File: src/rtl/demux_1ton_stream_pkg.sv
// Shared constants, slot state encoding and the select-width helper for the 1-to-N stream demux.
package demux_1ton_stream_pkg;

    localparam int DEF_WIDTH = 32'd64;
    localparam int DEF_N     = 32'd4;
    localparam int DEF_CNT_W = 32'd16;

    typedef enum logic {
        SLOT_EMPTY = 1'b0,
        SLOT_FULL  = 1'b1
    } slot_state_e;

    // Bits needed to address v channels; never below 1 so a 2-way demux still has a select bit.
    function automatic int clog2(input int v);
        int r;
        r = 32'd1;
        for (int i = 0; i < 32'd31; i++) begin
            if ((32'd1 << i) < v) begin
                r = i + 32'd1;
            end else begin
                r = r;
            end
        end
        return r;
    endfunction

endpackage

File: src/rtl/demux_1ton_stream_if.sv
// Producer-side beat handshake plus the N consumer-side channels of the stream demux.
interface demux_1ton_stream_if
    import demux_1ton_stream_pkg::*;
#(
    parameter int WIDTH = DEF_WIDTH,
    parameter int N     = DEF_N
);
    localparam int SEL_W = clog2(N);

    logic [WIDTH-1:0]   i_data;
    logic [SEL_W-1:0]   i_sel;
    logic               i_bcast;
    logic               i_valid;
    logic               i_ready;
    logic [N*WIDTH-1:0] o_data;
    logic [N-1:0]       o_valid;
    logic [N-1:0]       o_ready;

    modport slave (
        input  i_data, i_sel, i_bcast, i_valid, o_ready,
        output i_ready, o_data, o_valid
    );

    modport master (
        output i_data, i_sel, i_bcast, i_valid, o_ready,
        input  i_ready, o_data, o_valid
    );

endinterface

File: src/rtl/demux_1ton_stream_slot.sv
// One-entry output register for a single demux channel; accepts a new beat in the same cycle it drains.
module demux_slot
    import demux_1ton_stream_pkg::*;
#(
    parameter int WIDTH = DEF_WIDTH
) (
    input  logic             clk,
    input  logic             rst,
    input  logic             load,
    input  logic [WIDTH-1:0] d,
    output logic [WIDTH-1:0] q,
    output logic             valid,
    input  logic             ready,
    output logic             free
);
    slot_state_e      state_r;
    slot_state_e      next_state_s;
    logic [WIDTH-1:0] data_r;

    // Next-state: a load always leaves the slot full; a drain without load empties it.
    always_comb begin
        next_state_s = state_r;
        case (state_r)
            SLOT_EMPTY: begin
                if (load) begin
                    next_state_s = SLOT_FULL;
                end else begin
                    next_state_s = SLOT_EMPTY;
                end
            end
            SLOT_FULL: begin
                if (load) begin
                    next_state_s = SLOT_FULL;
                end else if (ready) begin
                    next_state_s = SLOT_EMPTY;
                end else begin
                    next_state_s = SLOT_FULL;
                end
            end
            default: next_state_s = SLOT_EMPTY;
        endcase
    end

    // State and data registers; data only moves on load so a drained beat keeps its last value.
    always_ff @(posedge clk) begin
        if (rst) begin
            state_r <= SLOT_EMPTY;
            data_r  <= '0;
        end else begin
            state_r <= next_state_s;
            if (load) begin
                data_r <= d;
            end
        end
    end

    assign q     = data_r;
    assign valid = (state_r == SLOT_FULL);
    assign free  = ~valid | ready;

endmodule

File: src/rtl/demux_1ton_stream.sv
// Registered 1-to-N stream demux: select decode, input-ready reduction and bad-select accounting.
module demux_1ton_stream
    import demux_1ton_stream_pkg::*;
#(
    parameter int WIDTH = DEF_WIDTH,
    parameter int N     = DEF_N,
    parameter int CNT_W = DEF_CNT_W
) (
    input  logic              clk,
    input  logic              rst,
    demux_1ton_stream_if.slave bus,
    output logic              err_sel,
    output logic [CNT_W-1:0]  drop_cnt
);
    localparam int             SEL_W    = clog2(N);
    localparam int             SEL_SPAN = 32'd1 << SEL_W;
    localparam logic [SEL_W:0] N_L      = (SEL_W + 1)'(N);

    logic [N-1:0]        free_s;
    logic [SEL_SPAN-1:0] free_pad_s;
    logic [N-1:0]        load_s;
    logic [N-1:0]        valid_s;
    logic [WIDTH-1:0]    q_s [N];
    logic                sel_ok_s;
    logic                ready_s;
    logic                accept_s;
    logic                drop_s;
    logic                err_sel_r;
    logic [CNT_W-1:0]    drop_cnt_r;

    for (genvar k = 0; k < N; k++) begin : g_slot
        demux_slot #(.WIDTH(WIDTH)) u_slot (
            .clk   (clk),
            .rst   (rst),
            .load  (load_s[k]),
            .d     (bus.i_data),
            .q     (q_s[k]),
            .valid (valid_s[k]),
            .ready (bus.o_ready[k]),
            .free  (free_s[k])
        );
    end

    // Input ready: broadcast waits for every slot; an out-of-range select is always sunk.
    always_comb begin
        free_pad_s          = '0;
        free_pad_s[N-1:0]   = free_s;
        sel_ok_s            = ({1'b0, bus.i_sel} < N_L);
        if (bus.i_bcast) begin
            ready_s = &free_s;
        end else if (sel_ok_s) begin
            ready_s = free_pad_s[bus.i_sel];
        end else begin
            ready_s = 1'b1;
        end
    end

    assign accept_s = bus.i_valid & ready_s;
    assign drop_s   = accept_s & ~bus.i_bcast & ~sel_ok_s;

    // Slot load decode and output packing.
    always_comb begin
        load_s     = '0;
        bus.o_data = '0;
        for (int k = 0; k < N; k++) begin
            load_s[k] = accept_s & (bus.i_bcast | (sel_ok_s & (bus.i_sel == SEL_W'(k))));
            bus.o_data[k*WIDTH +: WIDTH] = q_s[k];
        end
    end

    // Sticky bad-select flag and saturating drop counter.
    always_ff @(posedge clk) begin
        if (rst) begin
            err_sel_r  <= 1'b0;
            drop_cnt_r <= '0;
        end else if (drop_s) begin
            err_sel_r <= 1'b1;
            if (drop_cnt_r != {CNT_W{1'b1}}) begin
                drop_cnt_r <= drop_cnt_r + CNT_W'(1);
            end
        end
    end

    assign bus.i_ready = ready_s;
    assign bus.o_valid = valid_s;
    assign err_sel     = err_sel_r;
    assign drop_cnt    = drop_cnt_r;

endmodule

File: src/flat_wrapper.sv
// flat-port wrapper written by rule: the top's interface ports become plain ports
module demux_1ton_stream_flat import demux_1ton_stream_pkg::*;
#(
    parameter int WIDTH = DEF_WIDTH,
    parameter int N     = DEF_N,
    parameter int CNT_W = DEF_CNT_W
)
  (clk, rst, err_sel, drop_cnt, bus_i_data, bus_i_sel, bus_i_bcast, bus_i_valid, bus_o_ready, bus_i_ready, bus_o_data, bus_o_valid);
  demux_1ton_stream_if #(.WIDTH(WIDTH), .N(N)) bus_i ();
  input  logic clk;
  input  logic rst;
  output logic err_sel;
  output logic [CNT_W-1:0] drop_cnt;
  input wire logic [$bits(bus_i.i_data)-1:0] bus_i_data;
  input wire logic [$bits(bus_i.i_sel)-1:0] bus_i_sel;
  input wire logic [$bits(bus_i.i_bcast)-1:0] bus_i_bcast;
  input wire logic [$bits(bus_i.i_valid)-1:0] bus_i_valid;
  input wire logic [$bits(bus_i.o_ready)-1:0] bus_o_ready;
  output wire logic [$bits(bus_i.i_ready)-1:0] bus_i_ready;
  output wire logic [$bits(bus_i.o_data)-1:0] bus_o_data;
  output wire logic [$bits(bus_i.o_valid)-1:0] bus_o_valid;
  assign bus_i.i_data = bus_i_data;
  assign bus_i.i_sel = bus_i_sel;
  assign bus_i.i_bcast = bus_i_bcast;
  assign bus_i.i_valid = bus_i_valid;
  assign bus_i.o_ready = bus_o_ready;
  assign bus_i_ready = bus_i.i_ready;
  assign bus_o_data = bus_i.o_data;
  assign bus_o_valid = bus_i.o_valid;
  demux_1ton_stream #(.WIDTH(WIDTH), .N(N), .CNT_W(CNT_W)) u_core (.clk(clk), .rst(rst), .bus(bus_i), .err_sel(err_sel), .drop_cnt(drop_cnt));
endmodule
File: config.mk
export PLATFORM = sky130hd
export DESIGN_NAME = demux_1ton_stream_flat
export DESIGN_NICKNAME = d
export VERILOG_FILES = /design/src/rtl/demux_1ton_stream_pkg.sv /design/src/rtl/demux_1ton_stream_if.sv /design/src/rtl/demux_1ton_stream_slot.sv /design/src/rtl/demux_1ton_stream.sv /design/src/flat_wrapper.sv
export SDC_FILE = /design/constraint.sdc
export NUM_CORES = 1
export LEC_CHECK = 0
export CORE_MARGIN = 5
export CORE_UTILIZATION = 46
export DETAILED_ROUTE_END_ITERATION = 7
export PLACE_DENSITY = 0.89
export SLEW_MARGIN = 20
export SYNTH_ARGS = -nofsm -noshare
export SYNTH_HDL_FRONTEND = slang
export SYNTH_SLANG_ARGS = --single-unit
File: constraint.sdc
create_clock -name clk -period 2.1 [get_ports clk]
set_clock_uncertainty 0.15 [all_clocks]
set_input_delay 0.21 -clock clk [delete_from_list [all_inputs] [get_ports clk]]
set_output_delay 0.21 -clock clk [all_outputs]
set_load 0.005 [all_outputs]
==> summary.md, run 1 <==
The die is 161 µm tall. The final design utilization was 68.1%. The number of remaining DRC errors is 0, and the final wirelength is 29.8 mm. The maximum level of the CTS H-tree came out at 1. Synthesis inferred 260 register bits. The finished cells cover 15300 µm². The mapped netlist covers 10500 µm².

The run finished with clean final reports. The first global-routing pass estimated 46.6 mm of wire. The post-synthesis to final-layout area growth works out to 46.3%. Setup repair after global routing left no endpoint under its margin. STA classifies the critical path startpoint as an input pin. The floorplan die width was 161 µm. Once routing completed, OpenROAD measured the worst setup slack at 84.7 ps. The number of standard-cell rows in the floorplan came out at 55. At the end of routability-driven placement, the weighted congestion stood at 0.823. The clock-pin transition on the worst setup and hold timing paths works out to 60 ps. The starting density of the core came out at 46.5%.

The run gives 1 as the number of antenna violations at the first check in global routing. TritonCTS built the clock tree. The total half-perimeter wirelength after legalization and detailed placement is 21.1 mm. STA puts the critical path data arrival time at 1660 ps. Global routing used 21.9% of the available tracks. The run gives 160 ps as the setup slack of the worst register-to-register path.

The number of cells on the worst reg-to-reg path is 7. The later pin in the worst-skew pair is clocked with a latency of 530 ps. Buffers placed on the I/O ports in this run total 334. The routed design could run at a clock period as short as 2020 ps. After filler insertion, the fill cell instance count of the layout stands at 1618.

The area of placed instances was 14300 µm²; the worst setup slack before clock tree synthesis was -320 ps. After floorplanning, the core was sized to cover 22500 µm². In the final routed layout, each cell accounts on average for 18.6 µm. The run gives 1740 ps as the required time reported for the critical path endpoint.

In the layout the commonest cells are 332 x clkdlybuf4s50_1, 325 x nand2b_1, 258 x dfxtp_1. The violation count after the first detailed-routing iteration came out at 349. Sequential cells were found to cover 49.7% of the synthesized design area. The tools report the startpoint of the tightest hold check path as rst. The pre-antenna-repair detailed-routing pass consisted of 4 iterations.

Clock tree synthesis inserted a total of 27 buffers. The logs give 0 for the hold violation count in the final report and 0 for the max-slew violation count. The via count is 7871. The peak clock frequency supported by timing is 496 MHz.

The worst hold path passes through 3 cells. The mean number of vias per cell is 4.93. In this run, distinct cell masters in the synthesized netlist total 21. The critical path class is input pin to primary output. The run gives 352 as the number of top-level pins. Leaving out fill and tap cells, the most frequent cell in the layout is clkdlybuf4s50_1. Endpoint with the worst hold slack: u_core.g_slot[3].u_slot.q[53]. For the via count of the first global-routing pass, the log shows 8419. The die covers 25900 µm².

The tools report the nature of the critical path endpoint as a primary output. The aggregate global routing overflow was 0; the remaining antenna violation count after routing was 0. The CTS sink count was 260; the highest ir drop seen on vdd was 0.663 mV. In this run the power density over the cells is 852 nW/µm². The final critical-path share of the clock period was 96.0%.

The number of warnings issued by yosys is 0. CTS placed an instance of clkbuf_16 at the clock tree root. A synthesized cell averages 11.0 µm². The origin of the critical flop-to-flop path is u_core.g_slot[2].u_slot.valid. Worst hold-check path type: input pin to flop.

Setup violations remaining at the end of the flow were counted as 0. The top fanout value on the critical path works out to 5. Entering global routing, the biggest net connects 89 pins.

The number of violations of the max-capacitance limit is 0, and the total design power is 0.0130 W. The clock passes through at most 3 buffers. For this design the static power due to leakage is 6.50 nW. The share of cells above drive strength 1 came out at 8.08%. The gate count after technology mapping is 952.

The worst register-to-register path ends at u_core.g_slot[1].u_slot.q[34]. After the last flow step, the layout net total stands at 1366.
-- where the power goes --
group	internal [W]	total [W]	switching, W
clock network	0.00294	0.00492	0.00198
logic	0.00150	0.00253	0.00102
registers	0.00536	0.00560	0.000238
total	0.00980	0.0130	0.00325
-- sequential cells by signal, indices dropped and copies added, names as in the netlist --
name,cells
u_core.g_slot.u_slot.q,256
u_core.g_slot.u_slot.valid,4
-- cells in the mapped netlist --
| master | number | area share, % |
|---|---|---|
| buf_2 | 10 | 0.48 |
| o211ai_1 | 2 | 0.14 |
| nor3b_1 | 1 | 0.072 |
| o221ai_1 | 2 | 0.17 |
| o21bai_1 | 1 | 0.072 |
| and2_1 | 1 | 0.060 |
| nand2_1 | 1 | 0.036 |
| nand2b_1 | 325 | 19 |
| a21oi_1 | 6 | 0.29 |
| nor2b_1 | 3 | 0.18 |
| a221oi_4 | 1 | 0.25 |
| and4_1 | 1 | 0.084 |
| clkbuf_1 | 37 | 1.3 |
| buf_4 | 39 | 2.8 |
| conb_1 | 1 | 0.036 |
| o211a_1 | 1 | 0.096 |
| nor4bb_1 | 1 | 0.096 |
| dfxtp_1 | 260 | 50 |
| o221a_2 | 2 | 0.22 |
| mux2i_1 | 256 | 24 |
| inv_1 | 1 | 0.036 |
-- layer usage --
metal | vias up | wire length (µm) | track usage [%]
li1 | 3783 | - | -
met1 | 3750 | 12000 | 25.4
met2 | 285 | 14500 | 38.8
met3 | 53 | 2250 | 6.57
met4 | 0 | 928 | 7.13
met5 | - | 0 | 0
-- worst max-delay path by stage --
| stage | from | to | slack [ps] |
|---|---|---|---|
| after floorplan | u_core.g_slot[2].u_slot.valid | u_core.g_slot[1].u_slot.q[54] | 200 |
| after global placement | bus_i_bcast | bus_i_ready | -280 |
| after detailed placement | bus_i_sel[0] | u_core.g_slot[2].u_slot.q[30] | -320 |
| after CTS | u_core.g_slot[2].u_slot.valid | bus_i_ready | 10 |
| after global routing | u_core.g_slot[0].u_slot.valid | bus_i_ready | 20 |
| final | bus_i_sel[0] | bus_i_ready | 80 |
-- critical path: stages --
cell and delay (ps):
clkdlybuf4s50_1 590, o21bai_1 180, a221oi_4 320, nor3b_2 200, buf_2 150
-- metrics by stage --
step,setup TNS [ps],cells,hold WS (ps)
floorplan,0,968,238
finish,0,1598,109
global placement,-46020,1547,308
detailed placement,-57130,1547,311
CTS,0,1596,101
global route,0,1598,123
-- repair_timing --
item,in CTS,in global routing
buffers inserted,0,1
hold buffers,0,0
resized for setup,6,7
gates cloned,0,1
setup endpoints to repair,1,57
pin swaps,0,1
-- logic make-up after synthesis --
group,Yosys count,share of synthesized area [%]
and+or+nand+nor,333,19.9
DFF,260,49.7
muxes,256,24.5
buffers and inverters,87,4.63
AOI/OAI and AO/OA,15,1.23
other,1,0.0358
-- cell type report --
cell class,instances,area (µm²),share of cell area (%)
flip-flops and latches,260,5210,34.0
multi-input cells,621,4910,32.1
repair buffers,381,3910,25.5
clock buffers,35,766,5.00
well taps,285,357,2.33
clock inverters,14,158,1.03
inverters,1,3.75,0.0245
diodes,1,2.50,0.0163
No activity file was read; power rests on OpenSTA's default activity.
==> inputs of run 2 (changes only) <==
ABC_AREA = 1   (was not set)
CORE_UTILIZATION = 47   (was 46)
==> run 2 against run 1 <==
Flip-flop and latch count is the same. Global-route usage grew 4.3 points. Critical endpoint unchanged. Largest power group unchanged. Critical path depth grew 2. Largest cell class unchanged.
==> summary.md, run 2 <==
The tools report the aggregate global routing overflow as 0 (unchanged). Final layout net count: 1916 (+40%). TritonCTS built the clock tree. The tools report the nature of the critical path endpoint as a primary output. The floorplan die width was 164 µm (+1.8%). The count of state elements after synthesis was 260 (unchanged); the XOR/XNOR share of the synthesized area was 0% (unchanged).

For the maximum buffer depth of the clock tree, the log shows 3 (unchanged). The endpoint arrival time on the critical path was 1670 ps (about the same). The number of port buffers came out at 334 (unchanged). The number of violations of the max-capacitance limit was 0 (unchanged); the required time reported for the critical path endpoint was 1740 ps (about the same). The tools report the worst-skew pair later-pin latency as 530 ps (about the same). The worst hold slack is 275 ps (+166 ps), and the via count is 11700 (+48%). The logs give 1 (unchanged) for the maximum level of the CTS H-tree and 0 (unchanged) for the max-slew violation count. The area of the core is 23400 µm² (+4.0%), and the fraction of the mapped netlist area in compound gates is 0.0450% (-1.2 points). Ranked by total cell area, the synthesized netlist is headed by dfxtp_1 47%, nor2_1 18%, nand4_1 14%. For the worst slew margin relative to its limit, the log shows 61.1%. The run gives 11100 µm² (+6.1%) as the summed instance area of the synthesized netlist. The tools report the remaining antenna violation count after routing as 0 (unchanged). The run gives 0 (unchanged) as the number of warnings issued by yosys. Post-route minimum period: 2030 ps (+13.6 ps).

The post-synthesis to final-layout area growth was 41.3%. The via count of the first global-routing pass came out at 10900 (+30%). The starting density of the core was 47.5% (+0.94 points); the area share of fa/ha/maj cells after synthesis was 0% (unchanged). The detailed-routing iteration count for the pre-antenna-repair pass is 6 (+2), and the transition time at the pin with the least slew margin is 583 ps. Type of origin of the critical path: a flop. The global-route wire length before repair came out at 57.7 mm (+24%). The largest total area in the synthesized netlist belongs to dfxtp_1. For the number of top-level pins, the log shows 352 (unchanged). Number of flops mapped to enable cells by yosys: 0 (unchanged). The total half-perimeter wirelength after legalization and detailed placement was 25.5 mm (+21%). The fraction of synthesis flops using an asynchronous set or reset pin is 0% (unchanged), and the final critical-path share of the clock period is 96.6% (+0.65 points). The portion of synthesized cell area occupied by the leading cell type came out at 46.8% (-2.9 points).

Setup repair after global routing left no endpoint under its margin. Leaving out fill and tap cells, the most frequent cells in the layout are 529 x nor2_1, 332 x clkdlybuf4s50_1, 267 x nand2_1. The fraction of the mapped netlist area in simple logic gates came out at 41.9% (+22 points). The most frequent cell after synthesis is nor2_1. The top fanout value on the critical path is 2 (-3), and the global-route usage over all layers is 26.2% (+4.3 points). The logs give 26800 µm² (+3.6%) for the die area and 0.861 (+4.6%) for the final weighted congestion of routability-driven global placement. Average detailed-routed wire length per instance: 17.2 µm (-7.7%). The sequential area share after synthesis is 46.8% (-2.9 points), and the portion of netlist area occupied by mux cells is 0% (-24 points). The worst hold-check path type is input pin to flop. The share of cells above drive strength 1 was 6.35% (-1.7 points).

The critical path is of the flop to primary output type. The logs give 0 (unchanged) for the number of remaining DRC errors and 27 (unchanged) for the CTS buffer count. The most used flip-flop cell after synthesis is dfxtp_1. The mean area per synthesized cell came out at 7.09 µm² (-36%). The peak clock frequency supported by timing was 493 MHz (-0.67%); the clock-pin transition on the worst setup and hold timing paths was 60 ps (about the same). The flow ran to the end, and the final reports show no timing, DRC or antenna violations. Maximum number of pins on one net before global-route repair: 130 (+46%). The power density of the placed cells came out at 863 nW/µm² (+1.4%). The leakage power summed over all cells came out at 6.81 nW (+4.7%).

The setup total negative slack is 0 ps (unchanged). Largest family of logic cells by synthesized area: simple AND/OR/NAND/NOR gates. The mean number of vias per cell was 5.35 (+8.7%); the final antenna diode count was 0 (-1).

Number of unique standard cell types used by synthesis: 15 (-29%). The tree is rooted in a clkbuf_16. After synthesis, the most frequently instantiated cells are 531 x nor2_1, 271 x nand2_1, 260 x dfxtp_1, 256 x nand4_1, 77 x inv_1. The die outline height is 164 µm (+1.8%), and the final wirelength is 37.4 mm (+26%). Leading cell type in the layout, fill and taps excluded: nor2_1. Flip-flop count of the largest register, all copies and words added: 256 (unchanged).

The gate count after technology mapping was 1567 (+65%); the number of fill cells was 1817 (+12%). The hold violation count in the final report is 0 (unchanged). The highest ir drop seen on vdd was 0.656 mV (-1.2%); the number of antenna violations at the first check in global routing was 0 (-1).

The final setup violation count was 0 (unchanged). CTS sink count: 260 (unchanged). For the number of standard-cell rows in the floorplan, the log shows 56 (+1.8%).

Violation count after the first detailed-routing iteration: 1192 (+240%).
## run 2: changes by cell type after synthesis, sizes merged, moves of 2 or more
cell and delta:
mux2i -256, nand2b -325, clkbuf +3, o221ai -2, nand2 +270, buf +71
o221a -2, a21oi -6, nor2b -3, nand4 +256, nor2 +536, inv +80
o211ai -2
## run 2: worst max-delay path, cell delays in order (launching register included)
cell,delay [ps]
dfxtp_1,350
inv_1,90
nor2_4,130
nand2_1,80
nand2_2,100
nor2_4,60
buf_12,120
clkdlybuf4s15_1,210
## run 2: final timing paths
path                                                     from                             to  slack [ps]  cells after the start
worst max-delay path            u_core.g_slot[1].u_slot.valid                    bus_i_ready          70                      7
worst max register to register  u_core.g_slot[1].u_slot.valid  u_core.g_slot[1].u_slot.q[13]         120                     11
worst min register to register  u_core.g_slot[2].u_slot.q[10]  u_core.g_slot[2].u_slot.q[10]         330                      2
worst min-delay path                           bus_o_ready[1]  u_core.g_slot[1].u_slot.valid         270                      4
## run 2: layout make-up
class	count	area [µm²]	share of cell area, %
inverters	81	309	1.97
clock buffers	34	752	4.79
multi-input cells	1082	4780	30.5
well taps	319	399	2.54
clock inverters	11	143	0.909
repair buffers	390	4110	26.2
flip-flops and latches	260	5210	33.2
## run 2: kinds of logic (layout without fill, tap and decap cells)
family	Yosys count	in the layout
AND/OR/NAND/NOR	1064	1064
flip-flops	260	260
buffers and inverters	241	516
other	1	17
AO/OA/AOI/OAI	1	1
## run 2: where the power goes
group	total (W)	switching (W)	internal, W
Combinational	0.00305	0.00154	0.00151
Clock	0.00482	0.00194	0.00288
Sequential	0.00568	0.000275	0.00540
## run 2: layer usage
layer  GRT usage [%]  routed length, µm  up-vias
met3            5.72               3640      122
met5               0                  0        -
met2            44.4              17900      677
met1            31.9              14200     5296
met4            12.2               1680        0
li1                -                  -     5556
## run 2: what timing repair did
action | CTS | global route
resized for setup | 7 | 3
endpoints found under the hold margin | 2 | 0
pin swaps | 2 | 2
buffers inserted | 1 | 0
hold buffers | 1 | 0
endpoints found under the setup margin | 1 | 2
## run 2: stage by stage
step	total power [W]	cell area, µm²	worst slack (ps)	cells	util, %
2_1_floorplan	0.00722	11200	622	1583	-
3_3_place_gp	0.00869	14800	-185	2130	63.1
3_5_place_dp	0.00878	14800	-281	2130	63.1
4_1_cts	0.0136	15700	15.0	2177	67.0
5_1_grt	0.0142	15700	6.26	2177	67.1
6_report	0.0136	15700	71.1	2177	67.1
==> inputs of run 3 (changes only) <==
CORE_UTILIZATION = 55   (was 47)
DONT_BUFFER_PORTS = 1   (was not set)
PLACE_DENSITY = 0.78   (was 0.89)
==> run 3 against run 2 <==
The flow now finishes with violations (negative hold slack). Design area down 23%. Sequential power up 3%. Die area down 14%. Register-to-register slack worse by 20 ps. Worst hold slack worse by 500 ps. Setup slack better by 18 ps. Utilization down 6.4 points. Clock-buffer cell count up 1. Critical path depth unchanged.
==> summary.md, run 3 (synthesized netlist as in run 2, its figures left out) <==
The final critical-path share of the clock period was 95.7% (-0.87 points). The capturing instance or port of the critical path is bus_i_ready. Starting density of the core: 55.5% (+8.0 points). The top fanout value on the critical path is 17 (+15).

For the CTS buffer count, the log shows 27 (unchanged). Average detailed-routed wire length per instance: 18.7 µm (+8.8%). The die outline height works out to 152 µm (-7.1%).

The run gives 10200 (-13%) as the via count. The critical path starts at u_core.g_slot[2].u_slot.valid. The logs give 20.8 mm (-19%) for the total half-perimeter wirelength after legalization and detailed placement and 64.5% (+3.4 points) for the worst slew margin relative to its limit. The run finished, with violations left. STA classifies the critical path startpoint as a flop.

The post-route minimum period was 2010 ps (-18.2 ps); the global-route usage over all layers was 27.0% (+0.76 points). Power density of the placed cells: 1030 nW/µm² (+20%). The final setup violation count came out at 0 (unchanged). The final design utilization was 60.7% (-6.4 points); the required time reported for the critical path endpoint was 1740 ps (about the same). For the peak clock frequency supported by timing, the log shows 497 MHz (+0.91%). The number of remaining DRC errors was 0 (unchanged). The area of the core is 20000 µm² (-14%).

The tools report the nature of the critical path endpoint as a primary output. The worst-skew pair later-pin latency came out at 530 ps (about the same). The area of placed instances was 11000 µm² (-25%). Violation count after the first detailed-routing iteration: 910 (-24%). For the global-route wire length before repair, the log shows 52.2 mm (-9.6%).

In the layout the commonest cells are 529 x nor2_1, 268 x nand2_1, 257 x dfxtp_1. The run gives 0 (unchanged) as the max-slew violation count. The tools report the number of violations of the max-capacitance limit as 0 (unchanged). Number of fill cells: 1825 (+0.44%).

Leaving out fill and tap cells, the most frequent cell in the layout is nor2_1. The endpoint arrival time on the critical path is 1650 ps (-20 ps). The share of cells above drive strength 1 is 6.42% (+0.073 points), and the final layout net count is 1566 (-18%). The mean number of vias per cell came out at 5.70 (+6.5%). The CTS sink count is 260 (unchanged). The remaining antenna violation count after routing was 0 (unchanged). For the number of standard-cell rows in the floorplan, the log shows 52 (-7.1%).

Clock-pin transition on the worst setup and hold timing paths: 60 ps (about the same). The aggregate global routing overflow came out at 0 (unchanged). The transition time at the pin with the least slew margin works out to 533 ps (-50.3 ps). The number of antenna violations at the first check in global routing is 1 (+1), and the setup slack of the worst register-to-register path is 100 ps (-20 ps). The depth of the worst register-to-register path works out to 10 (-1). For the maximum number of pins on one net before global-route repair, the log shows 258 (+98%). The worst register-to-register path begins at u_core.g_slot[2].u_slot.valid. Setup repair after global routing could not meet its margin everywhere. The detailed-routing iteration count for the pre-antenna-repair pass is 6 (unchanged), and the hold violation count in the final report is 254 (+254). The flip-flop count of the largest register, all copies and words added works out to 256 (unchanged). The final reports fail on negative hold slack.

Critical register-to-register path endpoint: u_core.g_slot[3].u_slot.q[42]. The die area came out at 23100 µm² (-14%). TritonCTS built the clock tree. The worst hold slack was -230 ps (-505 ps); the number of port buffers was 0 (-100%). The logs give 9375 (-14%) for the via count of the first global-routing pass and 5.54 nW (-19%) for the leakage power summed over all cells. The total of hold buffers inserted after clock tree synthesis is 11 (+10), and the final weighted congestion of routability-driven global placement is 0.832 (-3.4%).

The highest ir drop seen on vdd is 0.511 mV (-22%), and the final wirelength is 33.3 mm (-11%). For the summed area of non-filler cells in the final layout, the log shows 12200 µm² (-23%). The maximum level of the CTS H-tree is 1 (unchanged), and the number of top-level pins is 352 (unchanged).

Post-route non-filler standard cell count: 1781 (-18%). Compared with the post-synthesis result, the final layout area differs by 9.46%. The floorplan die width is 152 µm (-7.1%). The min-delay analysis places its worst path in the category input pin to flop. The worst setup path is of the flop to primary output kind. For the maximum buffer depth of the clock tree, the log shows 3 (unchanged). The cell sitting at the root of the clock tree is a clkbuf_16. The run gives 1720 (-19%) as the instance count after placement with tap cells included.
==> run 3: worst min path at each step <==
stage | from | endpoint | slack, ps | cells past startpoint
2_1_floorplan | rst | u_core.g_slot[0].u_slot.valid | 130 | 1
3_3_place_gp | rst | u_core.g_slot[3].u_slot.valid | 140 | 1
3_5_place_dp | rst | u_core.g_slot[3].u_slot.valid | 140 | 1
4_1_cts | bus_i_valid | u_core.g_slot[0].u_slot.q[40] | -260 | 3
5_1_grt | bus_i_valid | u_core.g_slot[0].u_slot.q[47] | -240 | 3
6_report | bus_i_valid | u_core.g_slot[0].u_slot.q[38] | -230 | 3
==> run 3: critical path: stages, from the launching register on <==
cell and delay (ps):
dfxtp_2 350, nand2_1 100, nor2_1 50, nor2_1 90
nand2_1 90, nor2_4 120, buf_12 140, buf_16 160
==> run 3: timing repair <==
action / 4_1_cts / 5_1_grt
endpoints found under the hold margin: 260 / 254
gates resized for setup: 5 / 3
gates cloned: 3 / 0
endpoints found under the setup margin: 1 / 7
buffers inserted: 1 / 2
pin swaps: 1 / 1
==> run 3: final cells by class <==
class / count / area [µm²] / area share [%]
multi-input combinational: 1082 / 4770 / 39.2
clock inverter: 12 / 166 / 1.37
clock buffer: 35 / 756 / 6.21
tap: 270 / 338 / 2.78
sequential: 260 / 5210 / 42.8
antenna: 1 / 2.50 / 0.0206
timing repair buffer: 40 / 613 / 5.04
inverter: 81 / 309 / 2.54
==> run 3: where the power goes <==
| group | switching [W] | leakage [nW] | total, W | internal (W) |
|---|---|---|---|---|
| Clock | 0.00195 | 0.457 | 0.00496 | 0.00301 |
| Combinational | 0.00112 | 2.93 | 0.00178 | 0.000660 |
| Sequential | 0.000423 | 2.15 | 0.00583 | 0.00540 |
| Total | 0.00349 | 5.54 | 0.0126 | 0.00908 |
==> run 3: per-stage QoR <==
stage          setup WS (ps)  total power [W]  TNS (ps)
6_report                89.3           0.0126         0
5_1_grt                -8.62           0.0131     -8.62
4_1_cts                 4.64           0.0126         0
3_5_place_dp             226          0.00760         0
3_3_place_gp             279          0.00754         0
2_1_floorplan            622          0.00722         0
==> run 3: layer usage <==
layer  vias to the layer above  part of all wire, %  track usage, %
met5                         -                    0               0
met4                         0                  3.7            10.8
met3                        81                   12            9.83
li1                       4870                    -               -
met2                       550                   47            43.4
met1                      4650                   38            33.0
==> edit 1 (flow settings as in run 2) <==
`DEF_N`: 32'd4 -> 32'd2.
--- a/src/rtl/demux_1ton_stream_pkg.sv
+++ b/src/rtl/demux_1ton_stream_pkg.sv
@@ -2,7 +2,7 @@
 package demux_1ton_stream_pkg;
 
     localparam int DEF_WIDTH = 32'd64;
-    localparam int DEF_N     = 32'd4;
+    localparam int DEF_N     = 32'd2;
     localparam int DEF_CNT_W = 32'd16;
 
     typedef enum logic {
Ports: changed (resized bus_i_sel, bus_o_data, bus_o_ready and bus_o_valid); port bits go from 352 to 219. No check against the original RTL was run, so the function may have changed too.
==> edit 1 against run 2 <==
Total power fell by 49%. Highest routed layer unchanged. Register-to-register slack better by 0.40 ns. Combinational power is 57% lower. Sequential power decreased by 51%. Worst setup slack better by 0.11 ns. Sequential cell count fell by 130. Largest cell class unchanged. Design area is 48% lower. Routed wire length down 62%. Worst hold slack lost 0.015 ns. Non-clock buffer count down 177. Global-route usage is 6.4 points lower. Fmax is 5.7% higher. Critical endpoint unchanged. Clock power fell by 42%. Area after synthesis fell by 50%.
==> edit 1: results (changes against run 2) <==
| Metric | Value |
|---|---|
| Hold depth | 3 (-1) |
| CP max stage delay | 0.44 ns (+0.09 ns) |
| Status | finished, final reports clean |
| Port bufs | 201 (-40%) |
| Maximum VDD drop | 0.000578 V (-12%) |
| Syn avg cell area | 6.46 um^2 (-8.8%) |
| CTS buffer count | 17 (-37%) |
| Placed insts | 1,163 (-45%) |
| Min-Delay Startpoint | bus_i_data[32] |
| Global-route usage over all layers | 19.8% (-6.4 points) |
| CTS Hold Buffers Added | 0 (-1) |
| DR WL/cell | 11.8 um (-31%) |
| Clk_lat worst skew | 0.41 ns (-0.12 ns) |
| GR Layer Usage met2 | 34.2% (-10 points) |
| First-pass GRT wire length | 22,600 um (-61%) |
| Via count | 5,182 (-56%) |
| Routed length on met3 | 1030 um (-72%) |
| CTS resizes | 0 (-7) |
| Max reg flops | 128 (-50%) |
| Clk buf depth | 2 (-1) |
| Reg2reg end | u_core.g_slot[1].u_slot.q[10] |
| Vias per std cell | 4.34 (-19%) |
| Pre-CTS setup slack | 0.207 ns (+0.488 ns) |
| FF-to-FF setup slack | 0.52 ns (+0.40 ns) |
| Detailed Route Iter0 Violations | 386 (-68%) |
| CTS H-tree depth | 4 (+3) |
| Design Power | 6.90 mW (-49%) |
| CP arrival | 1.56 ns (-0.11 ns) |
| Placed Area | 0.00754 mm^2 (-49%) |
| Register area share after synthesis | 47.3% (+0.41 points) |
| Routing usage on met3 | 7.35% (+1.6 points) |
| Hold Path Sink | u_core.g_slot[0].u_slot.q[32] |
| Cell variety after synth | 14 (-1) |
| Pleak | 4.06 nW (-40%) |
| P_seq | 2.80 mW (-51%) |
==> edit 1: per-stage QoR <==
step / hold WS (ns) / util [%]
after floorplan: 0.129 / -
after global placement: 0.346 / 65.7
after detailed placement: 0.348 / 65.7
after CTS: 0.245 / 70.7
after global routing: 0.255 / 70.7
final: 0.260 / 70.7
==> edit 1: area by class of cell <==
cell class / count / share of cell area (%)
Clock buffer: 25 / 6.36
Clock inverter: 5 / 0.618
Inverter: 135 / 6.28
Multi-Input combinational cell: 542 / 25.2
Sequential cell: 130 / 32.1
Tap cell: 143 / 2.21
Timing Repair Buffer: 213 / 27.2
==> edit 1: cell families after synthesis <==
| kind of cell | share of synthesized area [%] |
|---|---|
| and+or+nand+nor | 35.8 |
| buffers and inverters | 16.7 |
| DFF | 47.3 |
| AOI/OAI and AO/OA | 0.182 |
| other | 0.0681 |
==> edit 2 (settings of run 2) <==
Made on the original files. Make the reset (`rst`) asynchronous in 2 clocked blocks.
--- a/src/rtl/demux_1ton_stream_slot.sv
+++ b/src/rtl/demux_1ton_stream_slot.sv
@@ -42,7 +42,7 @@
     end
 
     // State and data registers; data only moves on load so a drained beat keeps its last value.
-    always_ff @(posedge clk) begin
+    always_ff @(posedge clk or posedge rst) begin
         if (rst) begin
             state_r <= SLOT_EMPTY;
             data_r  <= '0;
--- a/src/rtl/demux_1ton_stream.sv
+++ b/src/rtl/demux_1ton_stream.sv
@@ -69,7 +69,7 @@
     end
 
     // Sticky bad-select flag and saturating drop counter.
-    always_ff @(posedge clk) begin
+    always_ff @(posedge clk or posedge rst) begin
         if (rst) begin
             err_sel_r  <= 1'b0;
             drop_cnt_r <= '0;
Check against the original RTL: differs if rst is asserted again (counterexample within 4 cycles, from zero or initial values and one cycle with rst high); with rst held inactive, the same outputs for 4 cycles.
==> edit 2 against run 2 <==
Worst setup slack improved by 0.028 ns. Area after synthesis decreased by 1.5%. Design area decreased by 0.69%. First-iteration DRC count increased by 7.0%. Routed wire length increased by 0.78%. Non-clock buffer count increased by 1. Global-route usage increased by 1.8 points. Critical path depth increased by 3. Sequential cell count unchanged. Largest cell class unchanged. Highest routed layer unchanged.
Power is not compared: it rests on default switching activity, and its combinational part moved more than twofold at a synthesized area within 25%.
==> edit 2: results (changes against run 2) <==
| Metric | Value |
|---|---|
| GR Layer Usage met2 | 44.7% (+0.33 points) |
| FILL cells | 1,622 (-11%) |
| Layout Nets | 1,580 (-18%) |
| Clock tree cell share of total cell area | 5.55% (-0.15 points) |
| CTS resizes | 2 (-5) |
| CP max FO | 24 (+22) |
| Clock buffers | 39 (+15%) |
| DR WL/cell | 20.5 um (+20%) |
| Routed length on met3 | 3700 um (+1.5%) |
| First-pass GRT wire length | 59,800 um (+3.7%) |
| Syn avg cell area | 9.09 um^2 (+28%) |
| Slowest CP cell | dfrtp_1 |
| Register area share after synthesis | 59.5% (+13 points) |
| Largest net degree at the start of global routing | 102 (-22%) |
| WL met2 | 18,000 um (+0.28%) |
| Placed Area | 0.0147 mm^2 (-0.46%) |
| Via count | 10,600 (-9.2%) |
| Vias per std cell | 5.77 (+7.7%) |
| Global-route usage over all layers | 28.0% (+1.8 points) |
| Met1 WL | 14,200 um (about the same) |
| GPL Wtd Cong | 0.874 (+1.5%) |
| Drt first pass iters | 7 (+1) |
| Die area | 0.0264 mm^2 (-1.4%) |
| Area contributors post-synth | dfrtp_1 (59%), nand2_1 (18%), nand4_1 (15%), buf_4 (3.3%), clkbuf_1 (1.8%) |
| Bufs w/o clock | 391 (+0.26%) |
| Signal buf overhead | 25.8% (-0.35 points) |
| Pre-CTS setup slack | -0.232 ns (+0.0490 ns) |
| CP max stage delay | 0.40 ns (+0.05 ns) |
| Status | finished, final reports clean |
| CP delay by family, top | simple AND/OR/NAND/NOR gates |
| Setup bufs post-CTS | 2 (+1) |
| Layout cells sized above 1 | 7.16% (+0.81 points) |
| Fraction of area in multi-input gates | 24.1% (-6.3 points) |
| Sequential cell area share | 41.7% (+8.6 points) |
edit 2: cell families (layout without fill, tap and decap cells):
group	count (synthesis)	in the layout	synth area share, %
AND/OR/NAND/NOR	795	795	33.4
flip-flops	260	260	59.5
buffers and inverters	144	446	6.95
AO/OA/AOI/OAI	4	4	0.183
other	1	17	0.0343
edit 2: final timing paths:
kind | from | end | slack, ns | depth (start not counted)
setup / recovery | u_core.g_slot[3].u_slot.valid | u_core.g_slot[3].u_slot.q[13] | 0.1 | 10
hold reg to reg | u_core.g_slot[2].u_slot.q[44] | u_core.g_slot[2].u_slot.q[44] | 0.32 | 2
setup reg to reg | u_core.g_slot[3].u_slot.valid | u_core.g_slot[3].u_slot.q[13] | 0.1 | 10
max in group asynchronous | rst | u_core.g_slot[1].u_slot.q[52] | 0.66 | 5
min in group asynchronous | rst | u_core.g_slot[2].u_slot.q[24] | 0.44 | 3
hold / removal | bus_o_ready[0] | u_core.g_slot[0].u_slot.valid | 0.18 | 2
